### src/rtl/commit_stage_pkg.sv
// Shared types for the retire stage: commit entry layout, FSM states,
// machine-mode cause codes and the exception-to-cause mapping.
package commit_stage_pkg;

  localparam int CS_XLEN = 32;

  localparam logic [CS_XLEN-1:0] MCAUSE_ILLEGAL_INSTR = CS_XLEN'(2);
  localparam logic [CS_XLEN-1:0] MCAUSE_BREAKPOINT    = CS_XLEN'(3);
  localparam logic [CS_XLEN-1:0] MCAUSE_M_ECALL       = CS_XLEN'(11);

  // Exception kinds reported by the execution units
  typedef enum logic [1:0] {
    EX_ILLEGAL_INSTR = 2'd0,
    EX_BREAKPOINT    = 2'd1,
    EX_M_ECALL       = 2'd2
  } ex_type_t;

  typedef struct packed {
    logic [4:0]         rd_idx;
    logic [CS_XLEN-1:0] rd_val;
    logic               br_valid;
    logic [CS_XLEN-1:0] br_target;
    logic               ret_valid;
    logic               ex_valid;
    ex_type_t           ex_type;
  } exec_result_t;

  typedef struct packed {
    logic [CS_XLEN-1:0] pc;
    exec_result_t       res;
  } commit_entry;

  typedef enum logic {
    ST_RUN      = 1'b0,
    ST_REDIRECT = 1'b1
  } commit_state_t;

  // Interrupt bit is never set: only synchronous exceptions reach this stage.
  // Unknown encodings are reported as illegal instructions.
  function automatic logic [CS_XLEN-1:0] cause_code(input ex_type_t ex);
    case (ex)
      EX_BREAKPOINT: cause_code = MCAUSE_BREAKPOINT;
      EX_M_ECALL:    cause_code = MCAUSE_M_ECALL;
      default:       cause_code = MCAUSE_ILLEGAL_INSTR;
    endcase
  endfunction

endpackage

### src/rtl/commit_stage.sv
// Retire stage: register-file writeback, M-mode trap/MRET handling,
// branch/trap redirect with flush, and the minstret counter.
module commit_stage
  import commit_stage_pkg::*;
#(
  parameter int          XLEN       = 32,
  parameter logic [31:0] MEPC_RESET = 32'h0,
  parameter int          PIPE_DRAIN = 1
) (
  input  logic            clk,
  input  logic            rst,
  input  logic            entry_valid_i,
  output logic            entry_ready_o,
  input  logic [XLEN-1:0] entry_pc_i,
  input  logic [4:0]      entry_rd_idx_i,
  input  logic [XLEN-1:0] entry_rd_val_i,
  input  logic            entry_br_valid_i,
  input  logic [XLEN-1:0] entry_br_target_i,
  input  logic            entry_ret_valid_i,
  input  logic            entry_ex_valid_i,
  input  logic [1:0]      entry_ex_type_i,
  input  logic [XLEN-1:0] mtvec_i,
  output logic            rf_we_o,
  output logic [4:0]      rf_waddr_o,
  output logic [XLEN-1:0] rf_wdata_o,
  output logic            redirect_valid_o,
  output logic [XLEN-1:0] redirect_target_o,
  output logic            flush_o,
  output logic [XLEN-1:0] mepc_o,
  output logic [XLEN-1:0] mcause_o,
  output logic [63:0]     minstret_o
);

  localparam int CW = $clog2(PIPE_DRAIN + 1);
  localparam logic [CW-1:0] DRAIN_INIT = CW'(PIPE_DRAIN - 1);
  localparam logic [CW-1:0] DRAIN_ONE  = CW'(1);

  commit_entry   ent;
  commit_state_t state_q;
  logic [CW-1:0] drain_q;
  logic          redir_q;
  logic [XLEN-1:0] target_q;

  logic            rf_we_q, rf_we_d;
  logic [4:0]      rf_waddr_q, rf_waddr_d;
  logic [XLEN-1:0] rf_wdata_q, rf_wdata_d;
  logic [XLEN-1:0] mepc_q, mepc_d;
  logic [XLEN-1:0] mcause_q, mcause_d;
  logic [63:0]     minstret_q, minstret_d;

  logic fire, do_trap, do_ret, do_br, do_redir;

  assign ent = '{pc: entry_pc_i,
                 res: '{rd_idx:    entry_rd_idx_i,
                        rd_val:    entry_rd_val_i,
                        br_valid:  entry_br_valid_i,
                        br_target: entry_br_target_i,
                        ret_valid: entry_ret_valid_i,
                        ex_valid:  entry_ex_valid_i,
                        ex_type:   ex_type_t'(entry_ex_type_i)}};

  assign entry_ready_o = (state_q == ST_RUN);
  assign fire          = entry_valid_i && entry_ready_o;

  // A trap wins over MRET, which wins over a taken branch
  assign do_trap  = fire && ent.res.ex_valid;
  assign do_ret   = fire && !ent.res.ex_valid && ent.res.ret_valid;
  assign do_br    = fire && !ent.res.ex_valid && !ent.res.ret_valid && ent.res.br_valid;
  assign do_redir = do_trap || do_ret || do_br;

  // Next-state for writeback, CSRs and the retire counter
  always_comb begin
    rf_we_d    = fire && !ent.res.ex_valid && !ent.res.ret_valid && (ent.res.rd_idx != 5'd0);
    rf_waddr_d = rf_waddr_q;
    rf_wdata_d = rf_wdata_q;
    mepc_d     = mepc_q;
    mcause_d   = mcause_q;
    minstret_d = minstret_q;
    if (rf_we_d) begin
      rf_waddr_d = ent.res.rd_idx;
      rf_wdata_d = ent.res.rd_val;
    end
    if (do_trap) begin
      mepc_d   = ent.pc;
      mcause_d = cause_code(ent.res.ex_type);
    end
    if (fire && !ent.res.ex_valid) minstret_d = minstret_q + 64'd1;
  end

  // Datapath registers
  always_ff @(posedge clk) begin
    if (rst) begin
      rf_we_q    <= 1'b0;
      rf_waddr_q <= '0;
      rf_wdata_q <= '0;
      mepc_q     <= MEPC_RESET;
      mcause_q   <= '0;
      minstret_q <= '0;
    end else begin
      rf_we_q    <= rf_we_d;
      rf_waddr_q <= rf_waddr_d;
      rf_wdata_q <= rf_wdata_d;
      mepc_q     <= mepc_d;
      mcause_q   <= mcause_d;
      minstret_q <= minstret_d;
    end
  end

  // Redirect FSM: strobe in the first REDIRECT cycle, then drain before accepting again
  always_ff @(posedge clk) begin
    if (rst) begin
      state_q  <= ST_RUN;
      drain_q  <= '0;
      redir_q  <= 1'b0;
      target_q <= '0;
    end else begin
      redir_q <= 1'b0;
      case (state_q)
        ST_RUN: begin
          if (do_redir) begin
            state_q <= ST_REDIRECT;
            drain_q <= DRAIN_INIT;
            redir_q <= 1'b1;
            if (do_trap)     target_q <= {mtvec_i[XLEN-1:2], 2'b00};
            else if (do_ret) target_q <= mepc_q;
            else             target_q <= ent.res.br_target;
          end
        end
        default: begin
          if (drain_q == '0) state_q <= ST_RUN;
          else               drain_q <= drain_q - DRAIN_ONE;
        end
      endcase
    end
  end

  assign rf_we_o           = rf_we_q;
  assign rf_waddr_o        = rf_waddr_q;
  assign rf_wdata_o        = rf_wdata_q;
  assign redirect_valid_o  = redir_q;
  assign flush_o           = redir_q;
  assign redirect_target_o = target_q;
  assign mepc_o            = mepc_q;
  assign mcause_o          = mcause_q;
  assign minstret_o        = minstret_q;

endmodule
### config.mk
export PLATFORM = sky130hd
export DESIGN_NAME = commit_stage
export DESIGN_NICKNAME = d
export VERILOG_FILES = /design/src/rtl/commit_stage_pkg.sv /design/src/rtl/commit_stage.sv
export SDC_FILE = /design/constraint.sdc
export NUM_CORES = 1
export LEC_CHECK = 0
export ABC_AREA = 0
export CAP_MARGIN = 40
export CORE_ASPECT_RATIO = 1.2
export CORE_MARGIN = 2
export CORE_UTILIZATION = 38
export CTS_CLUSTER_DIAMETER = 40
export DETAILED_ROUTE_END_ITERATION = 8
export PLACE_DENSITY = 0.84
export SYNTH_ARGS = -nofsm -noshare
export SYNTH_HDL_FRONTEND = slang
export SYNTH_SLANG_ARGS = --single-unit
### constraint.sdc
create_clock -name clk -period 2.5 [get_ports clk]
set_clock_uncertainty 0.2 [all_clocks]
set_input_delay 0.5 -clock clk [delete_from_list [all_inputs] [get_ports clk]]
set_output_delay 0.5 -clock clk [all_outputs]
set_load 0.01 [all_outputs]
==> impl_metrics.yaml, run 1 <==
drt:
  viasPerCell: 5.13
  drtIter0Drc: 468
  drc_errors: 0
  antenna_left: 0
  first_pass_iters: 4
  wirelength_um: 25500
  wl_per_cell_um: 16.5
  num_vias: 7926
grt:
  met1_usage: 0.271
  grt_busiest_layer: "met2"
  grt_antenna_before_repair: 1
  grt_pass1_wl_um: 39600
  grt_usage: 0.236
  grt_max_degree: 87
  grt_util_met3: 0.0684
  met2_usage: 0.427
  grt_overflow: 0
  grt_pass1_vias: 7453
critical_path:
  crit_path_start_kind: "input port"
  cp.required_ps: 2630
  slowest_stage: "clkdlybuf4s50_1"
  cp_max_fo: 14
  crit_family: "simple AND/OR/NAND/NOR gates"
  crit_chain: "clkdlybuf4s50_1, buf_4, nor2b_1, and4_1, nand4_1, buf_4, or4_1, a21oi_1"
  cp.arrival_ps: 2510
  slowest_delay_ps: 480
  cpMostUsedCell: "buf_4"
  critPathCaptureType: "flip-flop"
  crit_buf_inv: 3
  path_class: "in -> reg"
yosys:
  synth_area_leader_cell: "dfxtp_1"
  syn_area_sq_um: 7580
  syn_area_per_cell_sq_um: 8.07
  synth_top_area_frac: 0.449
  synth_enable_flop_cells: 0
  synth_area_leaders: "dfxtp_1 45%, a21oi_1 8.7%, nand2_1 8.5%, mux2i_1 4.1%, nor2_1 3.7%"
  ys_seq_area_frac: 0.449
  synthDistinctLibCells: 39
  synthCells: 939
  yosysWarnings: 0
  synthArstFlopShare: 0
  synth-seq-cells: 170
  ys.flop_type: "dfxtp_1"
floorplanning:
  die-width_um: 133
  die_h_um: 159
  row_count: 56
  initial_core_util: 0.388
  die_area_sq_um: 21100
  pin_count: 342
  design.core.area_sq_um: 19500
cts:
  clk_latency_ps: 420
  cts_num_sinks: 170
  post_cts_buffers: 0
  clockRootBuffer: "clkbuf_16"
  clk_pin_slew_ps: 70
  cts_htree_levels: 4
  cts_tree: "built"
  hold_buffers: 0
  cts_buffers: 17
  post_cts_resized: 0
  cts_buffer_depth: 2
power:
  p_seq_frac: 0.433
  p_sw_frac: 0.243
  combPwrFrac: 0.129
  cellLeakagePower_nw: 4.28
  p_total_w: 0.00655
  ir_drop_v: 0.000407
  internal-power_w: 0.00496
  p_per_area_nw_per_um2: 548
  switchingPower_w: 0.00159
  power_frac_clock: 0.438
sta:
  fin_crit_sh: 0.952
  period_needed_ps: 2380
  worstMarginPinSlew_ps: 535
  finalWorstSetupSlack_ps: 120
  hold_ws_ps: 255
  hold_violations: 0
  fmax_mhz: 420
  maxSlewHeadroom: 0.640
  slew_viol_final: 0
  setup_viol: 0
  rsz0062_at_grt: "no"
finish:
  final_util: 0.612
  area_growth_pct: 57.8
  final_nets: 1413
  num-fill-cells: 1661
  drive_gt1_frac: 0.0865
placed_design:
  pre_cts_slack_ps: -279
  gp_congestion: 0.906
  dp_hpwl_um: 18800
  port_buffers: 310
min_path:
  hold_class: "reg -> reg"
job:
  drv_cap: 0
status:
  outcome: "completed"
synth_stat cells (all sizes together), types with 12 or more instances:
master  number
clkbuf      56
mux2i       31
inv         36
or4         23
dfxtp      170
nand3       15
nor2        75
o31ai       22
o21ai       15
xnor2       20
nand2      171
a221oi      30
nand4       24
or3         12
buf         39
a21oi      132
power groups by stage:
stage / Combinational (W) / Sequential [W] / Clock (W)
finish: 0.000845 / 0.00284 / 0.00287
floorplan: 0.000316 / 0.00293 / 0
CTS: 0.000847 / 0.00284 / 0.00295
global route: 0.000908 / 0.00285 / 0.00306
global placement: 0.000833 / 0.00289 / 0
detailed placement: 0.000843 / 0.00290 / 0
logic make-up (layout without fill, tap and decap cells):
family | count (synthesis) | after routing | share of synthesized area
other | 1 | 30 | 0.000495
xor gates and xnor gates | 29 | 29 | 0.0335
AOI/OAI and AO/OA | 205 | 205 | 0.160
DFF | 170 | 170 | 0.449
adders and majority gates | 2 | 2 | 0.00330
and+or+nand+nor | 370 | 370 | 0.231
muxes | 31 | 31 | 0.0410
buffers and inverters | 131 | 447 | 0.0818
worst reg2reg max path, stage by stage, from the launching register on:
cell and delay [ps]:
dfxtp_1 390, ha_1 190, and4bb_2 270, nand4_4 150
or4_4 560, or4_1 410, a21oi_1 130
sequential cells by signal, summed over array words and instances (netlist names):
name               cells
state_q                1
redirect_target_o     32
rf_waddr_o             5
mcause_o               3
minstret_o            64
mepc_o                32
rf_we_o                1
rf_wdata_o            32
metrics by stage:
step	std cells	area (sq um)	TNS, ps
after floorplan	967	7690	0
after global placement	1512	11300	-5340
after detailed placement	1512	11300	-8020
after CTS	1544	12000	0
after global routing	1544	12000	0
final	1545	12000	0
routing by layer:
| metal | routed length [um] | share of wire |
|---|---|---|
| met3 | 1910 | 0.075 |
| met2 | 13000 | 0.51 |
| met4 | 451 | 0.018 |
| met1 | 10200 | 0.40 |
| met5 | 0 | 0 |
layout by cell type (no fill, tap or decap), types with 29 or more instances in the layout:
master / Yosys / layout
a21oi_1: 132 / 132
nand2_1: 171 / 170
clkdlybuf4s50_1: 0 / 308
nor2_1: 75 / 75
conb_1: 1 / 29
inv_1: 36 / 36
dfxtp_1: 170 / 170
buf_4: 30 / 59
a221oi_1: 30 / 30
mux2i_1: 31 / 31
path summary, 6_finish.rpt:
kind,from,end,slack (ps),cells after the start
worst max-delay path,entry_valid_i,minstret_o[63],120,8
worst min-delay path,rf_wdata_o[7],rf_wdata_o[7],250,2
worst max register to register,minstret_o[0],minstret_o[60],120,6
worst min register to register,rf_wdata_o[7],rf_wdata_o[7],250,2
cell type report:
| cell class | count | area [sq um] | area share |
|---|---|---|---|
| sequential | 170 | 3400 | 0.285 |
| clock buffer | 18 | 429 | 0.0359 |
| antenna | 1 | 2.50 | 0.000209 |
| clock inverter | 14 | 208 | 0.0174 |
| multi-input combinational | 666 | 3700 | 0.309 |
| tap | 261 | 327 | 0.0273 |
| timing repair buffer | 379 | 3750 | 0.314 |
| inverter | 36 | 135 | 0.0113 |
Power figures use the tool's default switching activity.
==> inputs of run 2 (changes only) <==
==> constraint.sdc (replaced) <==
create_clock -name clk -period 2.5 [get_ports clk]
set_clock_uncertainty 0.2 [all_clocks]
set_input_delay 0.5 -clock clk [delete_from_list [all_inputs] [get_ports clk]]
set_output_delay 0.5 -clock clk [all_outputs]
set_load 0.1 [all_outputs]
==> impl_metrics.yaml, run 2 (synthesized netlist as in run 1, its figures left out) <==
grt:
  grt_max_degree: 87
  grt_usage: 0.219
  grt_antenna_before_repair: 0
  grt_overflow: 0
  grt_pass1_wl_um: 37100
  grt_pass1_vias: 7115
critical_path:
  path_class: "reg -> reg"
  crit_chain: "and3_1, nand4_1, or4_1, or4_1, a21oi_1"
  crit_buf_inv: 0
  cpMostUsedCell: "or4_1"
  crit_family: "simple AND/OR/NAND/NOR gates"
  critPathCaptureType: "flip-flop"
  slowest_stage: "or4_1"
  cp.required_ps: 2630
  cp_max_fo: 7
  slowest_delay_ps: 640
  startpoint: "minstret_o[26]"
  cp.arrival_ps: 2480
  timing.rr.start: "minstret_o[26]"
  crit_path_start_kind: "flip-flop"
finish:
  num-fill-cells: 1738
  n_antenna_cell: 0
  area_growth_pct: 51.2
  final_nets: 1394
  largest_reg_flops: 64
  drive_gt1_frac: 0.253
  final_cells: 1525
  layout_commonest_cell: "buf_4"
  layout_common_cells: "215 x buf_4, 169 x nand2_1, 135 x clkdlybuf4s50_1"
placed_design:
  gp_congestion: 0.901
  port_buffers: 310
  pre_cts_slack_ps: -484
  dp_hpwl_um: 18000
  dp.cells: 1493
drt:
  num_vias: 7826
  viasPerCell: 5.13
  drtIter0Drc: 489
  drc_errors: 0
  wl_per_cell_um: 16.1
  antenna_left: 0
  first_pass_iters: 5
  wirelength_um: 24600
min_path:
  hold_class: "reg -> reg"
  hp-start: "rf_wdata_o[5]"
cts:
  cts_htree_levels: 4
  cts_tree: "built"
  clk_pin_slew_ps: 70
  post_cts_buffers: 0
  cts_buffer_depth: 2
  cts_num_sinks: 170
  cts_buffers: 17
  clk_latency_ps: 410
  clockRootBuffer: "clkbuf_16"
power:
  p_total_w: 0.00695
  cellLeakagePower_nw: 4.53
  ir_drop_v: 0.000410
  p_per_area_nw_per_um2: 607
floorplanning:
  row_count: 56
  die_h_um: 159
  pin_count: 342
  initial_core_util: 0.388
  die-width_um: 133
  design.core.area_sq_um: 19500
  die_area_sq_um: 21100
sta:
  hold_violations: 0
  fin_crit_sh: 0.940
  setup_viol: 0
  slew_viol_final: 0
  hold_ws_ps: 255
  setup_tns_ps: 0
  fmax_mhz: 425
  rsz0062_at_grt: "no"
  period_needed_ps: 2350
  finalWorstSetupSlack_ps: 149
job:
  drv_cap: 0
status:
  outcome: "completed"
run 2: layout make-up:
cell class | count | area [sq um] | area share
clock buffers | 21 | 503 | 0.0439
clock inverters | 11 | 96.3 | 0.00841
inverters | 36 | 135 | 0.0118
multi-input cells | 666 | 3710 | 0.324
flip-flops and latches | 170 | 3550 | 0.309
well taps | 261 | 327 | 0.0285
repair buffers | 360 | 3140 | 0.274
run 2: worst paths after layout:
| check | to | cells after the start | slack (ps) |
|---|---|---|---|
| worst max-delay path | minstret_o[52] | 5 | 150 |
| worst min-delay path | rf_wdata_o[5] | 2 | 260 |
| worst min register to register | rf_wdata_o[5] | 2 | 260 |
| worst max register to register | minstret_o[52] | 5 | 150 |
run 2: what timing repair did:
action	4_1_cts	5_1_grt
hold buffers	0	0
setup endpoints to repair	2	0
gates resized for setup	1	0
run 2: metrics by stage:
step,area [sq um],util
2_1_floorplan,7840,-
3_3_place_gp,10900,0.555
6_report,11500,0.586
3_5_place_dp,10900,0.555
4_1_cts,11500,0.586
5_1_grt,11500,0.586
run 2: layer usage:
layer | vias to the layer above | global-route usage | part of all wire
li1 | 3840 | - | -
met3 | 39 | 0.0446 | 0.056
met2 | 252 | 0.390 | 0.52
met4 | 0 | 0.0804 | 0.024
met5 | - | 0 | 0
met1 | 3695 | 0.263 | 0.40
run 2: power by group:
group          switching [W]  total (W)  internal, W
sequential         0.0000504    0.00281      0.00276
combinational        0.00108    0.00151     0.000426
clock                0.00116    0.00264      0.00148
total                0.00230    0.00695      0.00466
run 2: tightest hold or removal path, delay by kind of cell, from the launching register on:
kind | cells | cell delay [ps]
simple gates | 1 | 50
flops | 1 | 310
compound gates | 1 | 50
